===== config.mk =====
export PLATFORM = sky130hd
export DESIGN_NAME = pipe_hazard_ctrl
export DESIGN_NICKNAME = d
export VERILOG_FILES = /design/src/rtl/pipe_pkg.sv /design/src/rtl/hazard_detect.sv /design/src/rtl/pipe_hazard_ctrl.sv
export SDC_FILE = /design/constraint.sdc
export NUM_CORES = 1
export LEC_CHECK = 0
export CAP_MARGIN = 20
export CELL_PAD_IN_SITES_DETAIL_PLACEMENT = 1
export CELL_PAD_IN_SITES_GLOBAL_PLACEMENT = 1
export CORE_UTILIZATION = 30
export DETAILED_ROUTE_END_ITERATION = 10
export PLACE_DENSITY = 0.81
export SYNTH_ARGS = -nofsm -noshare
export SYNTH_HDL_FRONTEND = slang
export SYNTH_SLANG_ARGS = --single-unit

===== constraint.sdc =====
create_clock -name clk -period 2.84 [get_ports clk]
set_input_delay 0.568 -clock clk [delete_from_list [all_inputs] [get_ports clk]]
set_output_delay 0.568 -clock clk [all_outputs]
set_load 0.02 [all_outputs]

===== src/rtl/pipe_pkg.sv =====
// Shared definitions for the pipeline sequencing controller.
// This covers opcode constants, the FSM state encoding and the flush NOP word.
package pipe_pkg;

   localparam logic [5:0] OP_RTYPE = 6'b000000;
   localparam logic [5:0] OP_LW    = 6'b100011;
   localparam logic [5:0] OP_SW    = 6'b101011;
   localparam logic [5:0] OP_BEQ   = 6'b000100;

   localparam logic [31:0] NOP = 32'h0000_0000;

   typedef enum logic [1:0] {
      ST_RUN   = 2'd0,
      ST_STALL = 2'd1,
      ST_FLUSH = 2'd2
   } state_e;

endpackage


===== src/rtl/hazard_detect.sv =====
// Load-use hazard detection against the instruction held in decode.
// This block is purely combinational.
module hazard_detect
   import pipe_pkg::*;
(
   input  logic [31:0] id_instr,
   input  logic        ex_mem_read,
   input  logic [4:0]  ex_rt,
   output logic        hazard
);

   logic [5:0]  op;
   logic [4:0]  rs;
   logic [4:0]  rt;
   logic        uses_rs;
   logic        uses_rt;
   logic        unused_low;

   assign op         = id_instr[31:26];
   assign rs         = id_instr[25:21];
   assign rt         = id_instr[20:16];
   assign unused_low = ^id_instr[15:0];

   // lw only reads rs; rt is its destination, so a match on rt is not a hazard.
   assign uses_rs = (op == OP_RTYPE) || (op == OP_LW) || (op == OP_SW) || (op == OP_BEQ);
   assign uses_rt = (op == OP_RTYPE) || (op == OP_SW) || (op == OP_BEQ);

   assign hazard = ex_mem_read && (ex_rt != 5'd0) &&
                   ((uses_rs && (rs == ex_rt)) || (uses_rt && (rt == ex_rt)));

endmodule


===== src/rtl/pipe_hazard_ctrl.sv =====
// Pipeline sequencing controller: it owns IF/ID, stalls on load-use and flushes on taken beq.
// It also keeps saturating event counters for stalls and flushes.
module pipe_hazard_ctrl #(
   parameter int unsigned CNT_W = 16,
   parameter logic [31:0] NOP   = pipe_pkg::NOP
) (
   input  logic             clk,
   input  logic             reset,
   input  logic [31:0]      if_instr,
   input  logic [31:0]      if_pc_plus4,
   input  logic             ex_mem_read,
   input  logic [4:0]       ex_rt,
   input  logic             mem_branch,
   input  logic             mem_zero,
   output logic [31:0]      id_instr,
   output logic [31:0]      id_pc_plus4,
   output logic             pc_write,
   output logic             pc_src,
   output logic             id_ex_bubble,
   output logic             flush_ex,
   output logic [1:0]       state_o,
   output logic [CNT_W-1:0] stall_cnt,
   output logic [CNT_W-1:0] flush_cnt
);

   import pipe_pkg::*;

   state_e            state_q, state_d;
   logic [31:0]       instr_q, pc_q;
   logic [CNT_W-1:0]  stall_cnt_q, flush_cnt_q;
   logic              hazard, taken, stall;
   logic              load_ifid, squash_ifid;

   hazard_detect u_hazard_detect (
      .id_instr    (instr_q),
      .ex_mem_read (ex_mem_read),
      .ex_rt       (ex_rt),
      .hazard      (hazard)
   );

   assign taken = mem_branch && mem_zero;
   // Decode holds a NOP right after a flush, so hazards are masked there.
   assign stall = hazard && (state_q != ST_FLUSH) && !taken;

   always_comb begin
      pc_write     = 1'b1;
      pc_src       = 1'b0;
      id_ex_bubble = 1'b0;
      flush_ex     = 1'b0;
      load_ifid    = 1'b1;
      squash_ifid  = 1'b0;
      state_d      = ST_RUN;
      if (taken) begin
         pc_src       = 1'b1;
         id_ex_bubble = 1'b1;
         flush_ex     = 1'b1;
         squash_ifid  = 1'b1;
         state_d      = ST_FLUSH;
      end else if (stall) begin
         pc_write     = 1'b0;
         id_ex_bubble = 1'b1;
         load_ifid    = 1'b0;
         state_d      = ST_STALL;
      end
   end

   always_ff @(posedge clk) begin
      if (reset) begin
         state_q     <= ST_RUN;
         instr_q     <= NOP;
         pc_q        <= 32'd0;
         stall_cnt_q <= '0;
         flush_cnt_q <= '0;
      end else begin
         state_q <= state_d;
         if (squash_ifid) begin
            instr_q <= NOP;
            pc_q    <= 32'd0;
         end else if (load_ifid) begin
            instr_q <= if_instr;
            pc_q    <= if_pc_plus4;
         end
         if (stall && (stall_cnt_q != '1)) begin
            stall_cnt_q <= stall_cnt_q + 1'b1;
         end
         if (taken && (flush_cnt_q != '1)) begin
            flush_cnt_q <= flush_cnt_q + 1'b1;
         end
      end
   end

   assign id_instr    = instr_q;
   assign id_pc_plus4 = pc_q;
   assign state_o     = state_q;
   assign stall_cnt   = stall_cnt_q;
   assign flush_cnt   = flush_cnt_q;

endmodule


==> summary.md <==
### CTS
* **number of clock buffers inserted by TritonCTS** 9
* **clock buffer depth** 2
* **count of hold-fix buffers inserted at cts** 0
* **clock root buffer** clkbuf_16
* **deepest level of the CTS H-tree** 3
* **TritonCTS clock tree** yes
* **number of clock sinks** 98
* **clock latency on the worst-skew pair** 350 ps
* **Reg clk slew, reported paths** 70 ps

### Floorplan
* **count of pins on the block boundary** 176
* **core region area** 13240 sq um
* **area enclosed by the die boundary** 14020 sq um
* **Std-Cell Rows** 42
* **Die Span X** 118.4 um
* **Starting Density** 30.70%
* **overall die height** 118.4 um

### Run status
* **status** completed

### Yosys
* **Main synth FF type** dfxtp_1
* **count of cell types in the netlist** 42
* **post-synthesis mux area share** 0.5232%
* **largest area contributor in the netlist** dfxtp_1
* **share of the synthesized area in compound gates (AO/OA/AOI/OAI)** 14.90%
* **Syn Nets** 578
* **flop and latch count out of synthesis** 98
* **largest family of logic cells by synthesized area** simple AND/OR/NAND/NOR gates
* **post-synthesis sequential area ratio** 48.26%
* **count of yosys warnings during synthesis** 0
* **largest cells by area after synthesis** dfxtp_1 (48%), nand2_1 (13%), a21oi_1 (9.5%)
* **parity-gate share of the synthesized area counting xor and xnor cells** 6.033%
* **simple-gate share of the synthesized area** 26.19%
* **area share of the largest cell type after synthesis** 48.26%
* **EDFF count, synth** 0
* **cell count after synthesis** 502
* **adder and majority cell fraction of the synthesized area** 0.6156%
* **area of the mapped netlist** 4065 sq um
* **Synth Area per Inst** 8.098 sq um
* **Async S/R FF share, synth** 0%

### Global route
* **initial antenna violation count** 0
* **maximum number of pins on one net before global-route repair** 66
* **overall track demand over capacity in global routing** 20.60%
* **number of global-route vias before repair** 4483
* **global-route wire length before repair** 22870 um
* **GR Overflow Total** 0

### Timing
* **Fin Clk Skew** 8.985 ps
* **worst-case setup margin in the final layout** 125.0 ps
* **worst hold slack across all endpoints** 458.7 ps
* **endpoints failing hold** 0
* **Tmin final** 2715 ps
* **Finish-stage setup viols** 0
* **setup repair after global routing missed its margin** no
* **number of pins with negative max-slew slack in the final report** 0
* **final critical-path share of the clock period** 95.60%
* **slew of the pin with the lowest slew margin** 501.2 ps
* **final total negative setup slack** 0 ps
* **highest attainable clock frequency** 368.3 MHz
* **worst slew margin relative to its limit** 66.47%

### Cells and area
* **post-layout net count** 758
* **share of layout cells above drive strength 1** 8.151%
* **post-synthesis to final-layout area growth** 58.51%
* **antenna cells** 0
* **most common cell after layout, fill and taps aside** clkdlybuf4s50_1
* **commonest cells after routing, fill and taps aside** clkdlybuf4s50_1 (169), nand2_1 (139), dfxtp_1 (98), a21oi_1 (76), nor2_1 (27)
* **fill count** 1566
* **utilization after layout** 48.66%
* **count of placed standard cells in the final layout, fillers left out** 863

### Power
* **total leakage power** 2.464 nW
* **maximum vdd ir drop** 0.0002800 V
* **pwr/cell area** 481.2 nW/um^2

### Routing
* **Vias** 4197
* **drt wl/cell** 16.22 um
* **post-route antenna net violation count** 0
* **number of vias per cell** 4.863
* **number of iterations in the first detailed-routing pass** 4
* **sum of routed wire length over all layers** 13990 um
* **number of DRC markers in iteration 0** 156
* **DRC errors left** 0

### Hold path
* **Hold Crit Depth** 2
* **path type of the worst min-delay path** flip-flop to flip-flop

### Placement
* **placed cells** 846
* **weighted congestion at the end of routability-driven global placement** 0.8171
* **Post-DP HPWL** 10430 um
* **worst setup slack after placement** -411.9 ps
* **number of input and output port buffers inserted** 175

### Worst setup path
* **Worst Reg-to-Reg Cells** 9
* **required time at the endpoint of the critical path** 2270 ps
* **CP startpoint kind** input port
* **Setup CP Type** input port to primary output
* **peak fanout along the critical path** 3
* **critical path arrival** 2150 ps
* **Worst Setup End Kind** primary output

### Flow run
* **Max-Cap Viols** 0

## worst paths after layout
check,startpoint,endpoint,slack [ps]
hold / removal,id_pc_plus4[22]$_SDFFE_PP0P_,id_pc_plus4[22]$_SDFFE_PP0P_,460
setup reg to reg,state_o[1]$_SDFF_PP0_,stall_cnt[5]$_SDFFE_PP0P_,670
setup / recovery,ex_rt[1],pc_write,120
hold reg to reg,id_pc_plus4[22]$_SDFFE_PP0P_,id_pc_plus4[22]$_SDFFE_PP0P_,460
## cell type report
type                            instances  area, sq um  area share (%)
Multi-Input combinational cell        370         2018           31.32
Sequential cell                        98         1962           30.45
Timing Repair Buffer                  198         1944           30.17
Clock buffer                           11        242.7           3.767
Tap cell                              176        220.2           3.417
Clock inverter                          5        37.54          0.5825
Inverter                                5        18.77          0.2913
## synthesized netlist by cell type, drive strengths merged, types with 2 or more instances
master,number
or2,2
o21ba,2
o211ai,4
nand4,13
o21a,2
o2111ai,2
xor2,16
a2111oi,2
nand2,139
xnor2,12
nand3,12
and2,3
nor3,4
a21oi,77
ha,2
nor2,27
buf,9
nor4,5
and4,2
o311a,2
nor2b,6
inv,5
or3,8
dfxtp,98
clkbuf,20
o21ai,13
and3,5
## power breakdown
part / leakage [nW] / internal [mW] / total, mW / switching, mW
clock network: 0.132 / 0.622 / 1.17 / 0.549
logic: 1.53 / 0.242 / 0.462 / 0.220
registers: 0.804 / 1.43 / 1.47 / 0.0389
## cell families (layout without fill, tap and decap cells)
family	Yosys count	in the layout
and+or+nand+nor	232	232
xor gates and xnor gates	28	28
adders and majority gates	2	2
buffers and inverters	34	219
DFF	98	98
muxes	2	2
AOI/OAI and AO/OA	106	106
## sequential cells by signal, indices dropped and copies added, names as in the netlist
name	flops
state_o	2
stall_cnt	16
id_pc_plus4	32
id_instr	32
flush_cnt	16
## layer usage
metal / GRT usage, % / up-vias / share of wire, %
met5: 0 / - / 0
met4: 5.696 / 0 / 0.91
met3: 8.108 / 9 / 8.3
met2: 35.92 / 115 / 50
met1: 23.21 / 2016 / 41
li1: - / 2057 / -
## metrics by stage
step	power, mW	area [sq um]
6_report	3.101	6444
5_1_grt	3.239	6444
4_1_cts	3.132	6415
3_5_place_dp	1.955	6120
3_3_place_gp	1.939	6120
2_1_floorplan	1.676	4065
## critical path, cell delays in order
cell and delay (ps):
clkdlybuf4s50_1 490, buf_4 150, xnor2_1 120, nand3_1 140
nor4_4 260, o211ai_1 210, buf_4 220
## what timing repair did
action | in CTS | in global routing
endpoints found under the setup margin | 2 | 2
gates resized for setup | 13 | 6
buffers inserted | 1 | 0
pin swaps | 3 | 4
Power figures use the tool's default switching activity.
